## config.mk

```make
export PLATFORM = sky130hd
export DESIGN_NAME = pico16a_lcd_ctrl
export DESIGN_NICKNAME = d
export VERILOG_FILES = /design/src/rtl/pico16a_lcd_ctrl.sv
export SDC_FILE = /design/constraint.sdc
export NUM_CORES = 1
export LEC_CHECK = 0
export CAP_MARGIN = 40
export CORE_ASPECT_RATIO = 0.8
export CORE_MARGIN = 1
export CORE_UTILIZATION = 42
export DETAILED_ROUTE_END_ITERATION = 10
export PLACE_DENSITY_LB_ADDON = 0.12
export SLEW_MARGIN = 20
export SYNTH_ARGS = -nofsm -noshare
export SYNTH_HDL_FRONTEND = slang
export SYNTH_SLANG_ARGS = --single-unit
export TNS_END_PERCENT = 1
```

## constraint.sdc

```tcl
create_clock -name clk -period 3.9 [get_ports clk]
set_input_delay 0.78 -clock clk [delete_from_list [all_inputs] [get_ports clk]]
set_output_delay 0.78 -clock clk [all_outputs]
set_load 0.01 [all_outputs]
```

## src/rtl/pico16a_lcd_ctrl.sv

```systemverilog
// pico16a_lcd_ctrl: sequencer for the DE2 16x2 HD44780 character LCD.
// After reset it runs the power-on init sequence by itself. It then accepts
// single command/data bytes from the CPU over a req/ack handshake and drives
// the RS/DATA setup, the EN pulse and the post-write settle delay.
//
// Ports
//   clk        system clock
//   reset      asynchronous reset, active-high
//   wr_req     requester has a byte, held until wr_ack
//   wr_rs      0 = command, 1 = character data
//   wr_data    byte to write
//   wr_ack     one-cycle pulse: byte accepted and latched
//   busy       1 unless idle with init complete (combinational from state)
//   init_done  init sequence finished, stays 1 until reset
//   LCD_ON     LCD power, constant 1
//   LCD_BLON   backlight, constant 1
//   LCD_RW     constant 0 (write only)
//   LCD_EN     LCD enable strobe
//   LCD_RS     LCD register select
//   LCD_DATA   LCD data bus
module pico16a_lcd_ctrl #(
  parameter int unsigned INIT_WAIT_CYC = 750000,
  parameter int unsigned EN_HIGH_CYC   = 25,
  parameter int unsigned CMD_WAIT_CYC  = 2000,
  parameter int unsigned CLR_WAIT_CYC  = 82000
) (
  input  logic       clk,
  input  logic       reset,
  input  logic       wr_req,
  input  logic       wr_rs,
  input  logic [7:0] wr_data,
  output logic       wr_ack,
  output logic       busy,
  output logic       init_done,
  output logic       LCD_ON,
  output logic       LCD_BLON,
  output logic       LCD_RW,
  output logic       LCD_EN,
  output logic       LCD_RS,
  output logic [7:0] LCD_DATA
);

  localparam int unsigned MAX_AB  = (INIT_WAIT_CYC > EN_HIGH_CYC) ? INIT_WAIT_CYC : EN_HIGH_CYC;
  localparam int unsigned MAX_CD  = (CMD_WAIT_CYC > CLR_WAIT_CYC) ? CMD_WAIT_CYC : CLR_WAIT_CYC;
  localparam int unsigned MAX_CYC = (MAX_AB > MAX_CD) ? MAX_AB : MAX_CD;
  localparam int unsigned CW      = $clog2(MAX_CYC + 1);
  localparam int unsigned IW      = 3;

  // Terminal counts: counters run 0..N-1 and never wrap.
  localparam logic [CW-1:0] INIT_LAST = CW'(INIT_WAIT_CYC - 1);
  localparam logic [CW-1:0] EN_LAST   = CW'(EN_HIGH_CYC - 1);
  localparam logic [CW-1:0] CMD_LAST  = CW'(CMD_WAIT_CYC - 1);
  localparam logic [CW-1:0] CLR_LAST  = CW'(CLR_WAIT_CYC - 1);
  localparam logic [IW-1:0] IDX_LAST  = IW'(5);

  typedef enum logic [2:0] {
    PWR_WAIT  = 3'd0,
    INIT_LOAD = 3'd1,
    IDLE      = 3'd2,
    SETUP     = 3'd3,
    EN_HI     = 3'd4,
    HOLD      = 3'd5,
    SETTLE    = 3'd6
  } state_t;

  state_t        state, state_nxt;
  logic [CW-1:0] cnt, cnt_nxt;
  logic [IW-1:0] idx, idx_nxt;
  logic          init_done_nxt;
  logic          wr_ack_nxt;
  logic          lcd_en_nxt;
  logic          lcd_rs_nxt;
  logic [7:0]    lcd_data_nxt;
  logic [7:0]    rom_byte;
  logic [CW-1:0] settle_last;

  assign LCD_ON   = 1'b1;
  assign LCD_BLON = 1'b1;
  assign LCD_RW   = 1'b0;
  assign busy     = !((state == IDLE) && init_done);

  // Init command ROM: function set x3, display on, clear, entry mode.
  always_comb begin
    rom_byte = 8'h00;
    case (idx)
      3'd0, 3'd1, 3'd2: rom_byte = 8'h38;
      3'd3:             rom_byte = 8'h0C;
      3'd4:             rom_byte = 8'h01;
      3'd5:             rom_byte = 8'h06;
      default:          rom_byte = 8'h00;
    endcase
  end

  // Clear and return-home need the long settle time.
  assign settle_last = (!LCD_RS && ((LCD_DATA == 8'h01) || (LCD_DATA == 8'h02)))
                       ? CLR_LAST : CMD_LAST;

  // State and output registers.
  always_ff @(posedge clk or posedge reset) begin
    if (reset) begin
      state     <= PWR_WAIT;
      cnt       <= '0;
      idx       <= '0;
      init_done <= 1'b0;
      wr_ack    <= 1'b0;
      LCD_EN    <= 1'b0;
      LCD_RS    <= 1'b0;
      LCD_DATA  <= 8'h00;
    end else begin
      state     <= state_nxt;
      cnt       <= cnt_nxt;
      idx       <= idx_nxt;
      init_done <= init_done_nxt;
      wr_ack    <= wr_ack_nxt;
      LCD_EN    <= lcd_en_nxt;
      LCD_RS    <= lcd_rs_nxt;
      LCD_DATA  <= lcd_data_nxt;
    end
  end

  // Next-state, cycle counter and init index.
  always_comb begin
    state_nxt     = state;
    cnt_nxt       = cnt;
    idx_nxt       = idx;
    init_done_nxt = init_done;
    case (state)
      PWR_WAIT: begin
        if (cnt == INIT_LAST) begin
          state_nxt = INIT_LOAD;
          cnt_nxt   = '0;
        end else begin
          cnt_nxt = cnt + CW'(1);
        end
      end
      INIT_LOAD: state_nxt = SETUP;
      IDLE: begin
        if (wr_req) state_nxt = SETUP;
      end
      SETUP: begin
        state_nxt = EN_HI;
        cnt_nxt   = '0;
      end
      EN_HI: begin
        if (cnt == EN_LAST) begin
          state_nxt = HOLD;
          cnt_nxt   = '0;
        end else begin
          cnt_nxt = cnt + CW'(1);
        end
      end
      HOLD: begin
        state_nxt = SETTLE;
        cnt_nxt   = '0;
      end
      SETTLE: begin
        if (cnt == settle_last) begin
          cnt_nxt = '0;
          if (init_done) begin
            state_nxt = IDLE;
          end else if (idx == IDX_LAST) begin
            state_nxt     = IDLE;
            init_done_nxt = 1'b1;
          end else begin
            state_nxt = INIT_LOAD;
            idx_nxt   = idx + IW'(1);
          end
        end else begin
          cnt_nxt = cnt + CW'(1);
        end
      end
      default: begin
        state_nxt = PWR_WAIT;
        cnt_nxt   = '0;
      end
    endcase
  end

  // Next values of the registered outputs; RS/DATA only change on SETUP entry.
  always_comb begin
    wr_ack_nxt   = 1'b0;
    lcd_en_nxt   = (state_nxt == EN_HI);
    lcd_rs_nxt   = LCD_RS;
    lcd_data_nxt = LCD_DATA;
    if ((state == IDLE) && wr_req) begin
      wr_ack_nxt   = 1'b1;
      lcd_rs_nxt   = wr_rs;
      lcd_data_nxt = wr_data;
    end else if (state == INIT_LOAD) begin
      lcd_rs_nxt   = 1'b0;
      lcd_data_nxt = rom_byte;
    end
  end

endmodule

```

==> flow_metrics.py, run 1 <==
metrics = {
    "floorplanning": {
        "die_y_um": 68.74,
        "rows": 23,
        "die-width_um": 85.43,
        "initial_core_util_pct": 45.14,
        "die-area_um2": 5872,
        "coreArea_um2": 5180,
        "num_io_pins": 28,
    },
    "drt": {
        "final_antenna_net_count": 0,
        "drt-total-wl_mm": 5.131,
        "dr.pass1.iters": 4,
        "vias": 1889,
        "dr.first_iter.drc_count": 132,
        "drc": 0,
        "routedWlPerCell_um": 15.18,
        "viasPerCell": 5.589,
    },
    "finish": {
        "seq_area_um2": 950.9,
        "drive_above_1_share_pct": 8.696,
        "nFillCells": 505,
        "nNetsFinal": 295,
        "areaGrowthSynthToFinish_pct": 13.43,
        "multiInputGateArea_um2": 1234,
        "antenna_cells": 0,
    },
    "synth": {
        "async_flop_share_pct": 100.0,
        "synth.avg_cell_area_um2": 8.960,
        "netlist_instances": 261,
        "ys_ff_latch": 38,
        "ys_top_cells_by_area": "dfrtp_1, nand2_1, ha_1, nor2_1, nand3_1",
        "synth-seq-area-share_pct": 40.66,
        "synth_area_um2": 2338,
        "synth_top_area_share_pct": 40.66,
        "yosysWarnings": 0,
        "ys.flop_type": "dfrtp_1",
        "synth.largest_area_cell": "dfrtp_1",
        "ys_types": 51,
        "synth_edf_count": 0,
    },
    "worst_setup_path": {
        "startpoint_type": "register",
        "critPathKind": "reg -> reg",
        "reg2reg_from": "cnt[6]",
        "r2r_cells": 6,
        "reg2reg_to": "cnt[18]",
        "critPathMaxFanout": 33,
        "r2r_setup_slack_ps": 1130,
        "cp.arrival_ps": 2930,
        "cp.required_ps": 4060,
        "critPathCaptureType": "register",
    },
    "pwr": {
        "p_int_mw": 0.5245,
        "seq_power_share_pct": 58.6,
        "p_total_mw": 0.6715,
        "leakage_nw": 1.194,
        "irDropWorstVdd_uv": 166.1,
        "power_density_nw_per_um2": 253.2,
        "p_sw_mw": 0.1470,
        "p_sw_share_pct": 21.90,
        "p_comb_share_pct": 3.2,
        "clockPowerShare_pct": 38.2,
    },
    "clock_network": {
        "clock_path_buffers": 2,
        "clk_pin_slew_ps": 70,
        "htreeDepth": 2,
        "ctsResizeCount": 0,
        "clk_latency_ps": 290,
        "cts_hold_buf": 0,
        "cts_tree": "yes",
        "numCtsBuffers": 5,
        "cts_root_buffer": "clkbuf_8",
        "clock_sinks": 38,
        "post-cts-setup-buffers": 0,
    },
    "placed_design": {
        "place.gp.congestion": 0.8804,
        "port_buffers": 24,
        "dp_hpwl_mm": 3.707,
    },
    "global_routing": {
        "grt.overflow.total": 0,
        "grt_pass1_vias": 1643,
        "grt_max_degree": 39,
        "grt_antenna_before_repair": 0,
        "grt_usage_pct": 18.76,
        "grt_pass1_wl_mm": 8.300,
    },
    "sta": {
        "fin_tns_setup_ps": 0,
        "fin_skew_ps": 1.448,
        "timing.final.crit_share_pct": 70.95,
        "finalHoldViolations": 0,
        "slew_violations": 0,
        "fmaxAchievable_ghz": 0.3614,
        "setup_violations": 0,
        "period_minus_slack_ps": 2767,
        "grt_setup_unrepaired": "no",
    },
    "status": {
        "status": "completed",
    },
    "worst_hold_path": {
        "holdPathStages": 1,
        "min_to": "init_done",
        "min_from": "init_done",
        "hold_class": "reg -> reg",
    },
    "flow_run": {
        "timing.max_cap.violations": 0,
    },
}
## cell usage in the layout, fill, tap and decap left out, types with 6 or more instances in the layout
master / n
inv_1: 11
a31oi_1: 9
ha_1: 7
o21ai_0: 10
clkdlybuf4s50_1: 24
and3_1: 6
nand2_1: 27
nor3_1: 8
nor2_1: 21
nand3_1: 15
a21oi_1: 14
a22o_1: 7
dfrtp_1: 38
## metal layers
layer,up-vias,wire [um],track usage (%)
met2,36,2165,26.20
met1,892,2686,28.32
met4,0,60,6.042
li1,954,-,-
met3,7,218,4.286
met5,-,0,0
## kinds of logic after synthesis
family | count (synthesis) | share of synthesized area (%)
and+or+nand+nor | 112 | 26.75
adders and majority gates | 7 | 3.745
muxes | 6 | 2.622
xor gates and xnor gates | 6 | 2.247
AOI/OAI and AO/OA | 58 | 16.64
buffers and inverters | 32 | 7.009
DFF | 38 | 40.66
other | 2 | 0.3211
## synth_stat cells (3+ instances only)
master / n
buf_6: 4
ha_1: 7
a41oi_1: 3
clkbuf_1: 10
buf_4: 3
mux2i_1: 5
nand2_1: 27
xor2_1: 4
a21oi_1: 14
a22o_1: 7
a31oi_1: 9
and3_1: 6
a21o_1: 3
nand4_1: 4
a21oi_2: 3
nand3b_1: 4
inv_1: 11
nor3_1: 8
nand3_1: 15
and4_1: 4
dfrtp_1: 38
o21ai_0: 10
nor2_1: 21
## flip-flops by register name (all words and copies together), names as in the netlist
register and flops:
state 3, LCD_DATA 8, LCD_EN 1, idx 3, LCD_RS 1, cnt 20
init_done 1, wr_ack 1
## worst max-delay path, cell delays in order, from the launching register on
cell and delay (ps):
dfrtp_1 470, or4_4 580, or4_4 570, o21bai_4 150, nand4b_4 420, a41oi_1 380
a31oi_1 70
## how the worst max path moves through the flow
| stage | start | to | slack [ps] | cells past startpoint |
|---|---|---|---|---|
| final | cnt[6] | cnt[18] | 1130 | 6 |
| after global routing | cnt[6] | cnt[18] | 970 | 6 |
| after detailed placement | cnt[6] | cnt[18] | 1170 | 6 |
| after floorplan | cnt[6] | cnt[12] | 1560 | 8 |
| after global placement | cnt[6] | cnt[18] | 1210 | 6 |
| after CTS | cnt[6] | cnt[18] | 1120 | 6 |
## metrics by stage
stage | worst slack [ps] | instance area (um2) | hold slack, ps | cells | utilization, %
final | 1133 | 2653 | 522.2 | 338 | 51.21
after global routing | 965.6 | 2653 | 566.1 | 338 | 51.21
after CTS | 1119 | 2653 | 525.0 | 338 | 51.21
after detailed placement | 1170 | 2574 | 495.2 | 331 | 49.69
after global placement | 1209 | 2566 | 506.0 | 330 | 49.54
after floorplan | 1562 | 2342 | 489.6 | 262 | -
## power groups by stage
stage	Clock, mW	Sequential [mW]	Combinational, mW
after CTS	0.266	0.394	0.0223
after global routing	0.283	0.394	0.0240
final	0.256	0.394	0.0213
after global placement	0	0.401	0.0224
after floorplan	0	0.401	0.00990
after detailed placement	0	0.401	0.0223
## area by class of cell
type | instances | area share (%)
Tap cell | 62 | 2.925
Sequential cell | 38 | 35.85
Multi-Input combinational cell | 192 | 46.51
Clock buffer | 5 | 2.594
Clock inverter | 2 | 0.3774
Inverter | 11 | 1.557
Timing Repair Buffer | 28 | 10.19
No activity file was read; power rests on OpenSTA's default activity.
==> run 2, diff against run 1 <==
==> constraint.sdc (replaced) <==
create_clock -name clk -period 2.5 [get_ports clk]
set_input_delay 0.5 -clock clk [delete_from_list [all_inputs] [get_ports clk]]
set_output_delay 0.5 -clock clk [all_outputs]
set_load 0.01 [all_outputs]
==> flow_metrics.py, run 2 (synthesized netlist as in run 1, its figures left out) <==
metrics = {
    "finish": {
        "areaGrowthSynthToFinish_pct": 21.78,
        "nNetsFinal": 309,
        "final_cell_mix": "dfrtp_1, nand2_1, clkdlybuf4s50_1, nor2_1",
        "final_common_cell": "dfrtp_1",
        "drive_above_1_share_pct": 13.75,
        "antenna_cells": 0,
        "fin_cells": 353,
        "largestRegisters": "cnt: 20 flops, LCD_DATA: 8 flops",
        "largest_reg_flops": 20,
        "top_register": "cnt",
        "nFillCells": 481,
    },
    "floorplanning": {
        "die-area_um2": 5872,
        "coreArea_um2": 5180,
        "die_y_um": 68.74,
        "die-width_um": 85.43,
        "rows": 23,
        "initial_core_util_pct": 45.14,
        "num_io_pins": 28,
    },
    "placed_design": {
        "pre_cts_ws_ps": 75.10,
        "dp_hpwl_mm": 3.992,
        "place.gp.congestion": 0.8099,
        "placed_cells": 342,
        "port_buffers": 24,
    },
    "global_routing": {
        "grt_pass1_wl_mm": 9.059,
        "grt.overflow.total": 0,
        "top_usage_layer": "met1",
        "grt_usage_pct": 20.34,
        "grt_max_degree": 39,
        "gr-usage-met2_pct": 29.10,
        "use_met1_pct": 30.44,
        "grt_pass1_vias": 1780,
        "grt_antenna_before_repair": 0,
        "use_met3_pct": 4.405,
    },
    "pwr": {
        "power_density_nw_per_um2": 458.2,
        "irDropWorstVdd_uv": 255.6,
        "leakage_nw": 1.305,
        "p_total_mw": 1.305,
    },
    "clock_network": {
        "clk_pin_slew_ps": 80,
        "clock_path_buffers": 2,
        "numCtsBuffers": 5,
        "htreeDepth": 2,
        "clock_sinks": 38,
        "clk_latency_ps": 300,
        "cts_tree": "yes",
        "cts_hold_buf": 0,
        "cts_root_buffer": "clkbuf_8",
    },
    "drt": {
        "dr.first_iter.drc_count": 113,
        "drc": 0,
        "viasPerCell": 5.581,
        "routedWlPerCell_um": 15.82,
        "vias": 1970,
        "dr.pass1.iters": 4,
        "final_antenna_net_count": 0,
        "drt-total-wl_mm": 5.584,
    },
    "worst_setup_path": {
        "cp_common_cell": "or4_4",
        "crit_path_top_delay_cell": "or4_4",
        "startpoint_type": "register",
        "critPathCaptureType": "register",
        "cp.required_ps": 2690,
        "cp.arrival_ps": 2630,
        "path_cells": "or4_4 -> or4_4 -> o21bai_4 -> nand4b_4 -> buf_6 -> a21boi_1 -> a21o_1",
        "critPathKind": "reg -> reg",
        "critPathMaxFanout": 6,
        "path_delay_family": "simple AND/OR/NAND/NOR gates",
        "worst-path-buf-inv": 1,
        "slowest_delay_ps": 570,
    },
    "sta": {
        "setup_violations": 0,
        "fin_skew_ps": 6.795,
        "slew_violations": 0,
        "fmaxAchievable_ghz": 0.4098,
        "finalHoldViolations": 0,
        "period_minus_slack_ps": 2440,
        "timing.final.crit_share_pct": 97.62,
        "grt_setup_unrepaired": "yes",
        "setup_slack_ps": 59.59,
    },
    "flow_run": {
        "timing.max_cap.violations": 0,
    },
    "worst_hold_path": {
        "hold_class": "reg -> reg",
    },
    "status": {
        "status": "completed",
    },
}
[run 2: area by class of cell]
type	instances	area [um2]	area share, %
clock buffer	6	82.58	2.900
clock inverter	2	60.06	2.109
inverter	11	41.29	1.450
multi-input combinational	192	1240	43.54
sequential	38	950.9	33.39
tap	62	77.57	2.724
timing repair buffer	42	395.4	13.88
[run 2: per-stage QoR]
| step | cell area, um2 | hold slack, ps | TNS, ps | utilization, % |
|---|---|---|---|---|
| floorplan | 2342 | 489.6 | 0 | - |
| global placement | 2656 | 506.9 | 0 | 51.28 |
| detailed placement | 2656 | 498.0 | 0 | 51.28 |
| CTS | 2799 | 529.9 | 0 | 54.03 |
| global route | 2848 | 545.2 | -10.33 | 54.98 |
| finish | 2848 | 522.8 | 0 | 54.98 |
[run 2: repair_timing]
item,CTS,global route
endpoints found under the setup margin,0,10
gates resized for setup,0,9
setup buffers,0,3
[run 2: routing by layer]
layer	wire (um)	up-vias
li1	-	987
met1	3046	942
met2	2295	34
met3	171	7
met4	71	0
met5	0	-
[run 2: report_power, final]
part / switching (mW) / internal [mW] / total (mW) / leakage (nW)
sequential: 0 / 0.614 / 0.614 / 0.491
clock: 0.231 / 0.426 / 0.657 / 0.0714
combinational: 0.0170 / 0.0167 / 0.0337 / 0.743
total: 0.248 / 1.06 / 1.30 / 1.31
[run 2: path summary, 6_finish.rpt]
path                       startpoint        end  slack (ps)  cells past startpoint
max                           cnt[11]    cnt[17]          60                      7
min                         init_done  init_done         520                      1
max reg2reg                   cnt[11]    cnt[17]          60                      7
min reg2reg                 init_done  init_done         520                      1
max in group asynchronous       reset    cnt[12]        1530                      3
min in group asynchronous       reset    cnt[19]         610                      3
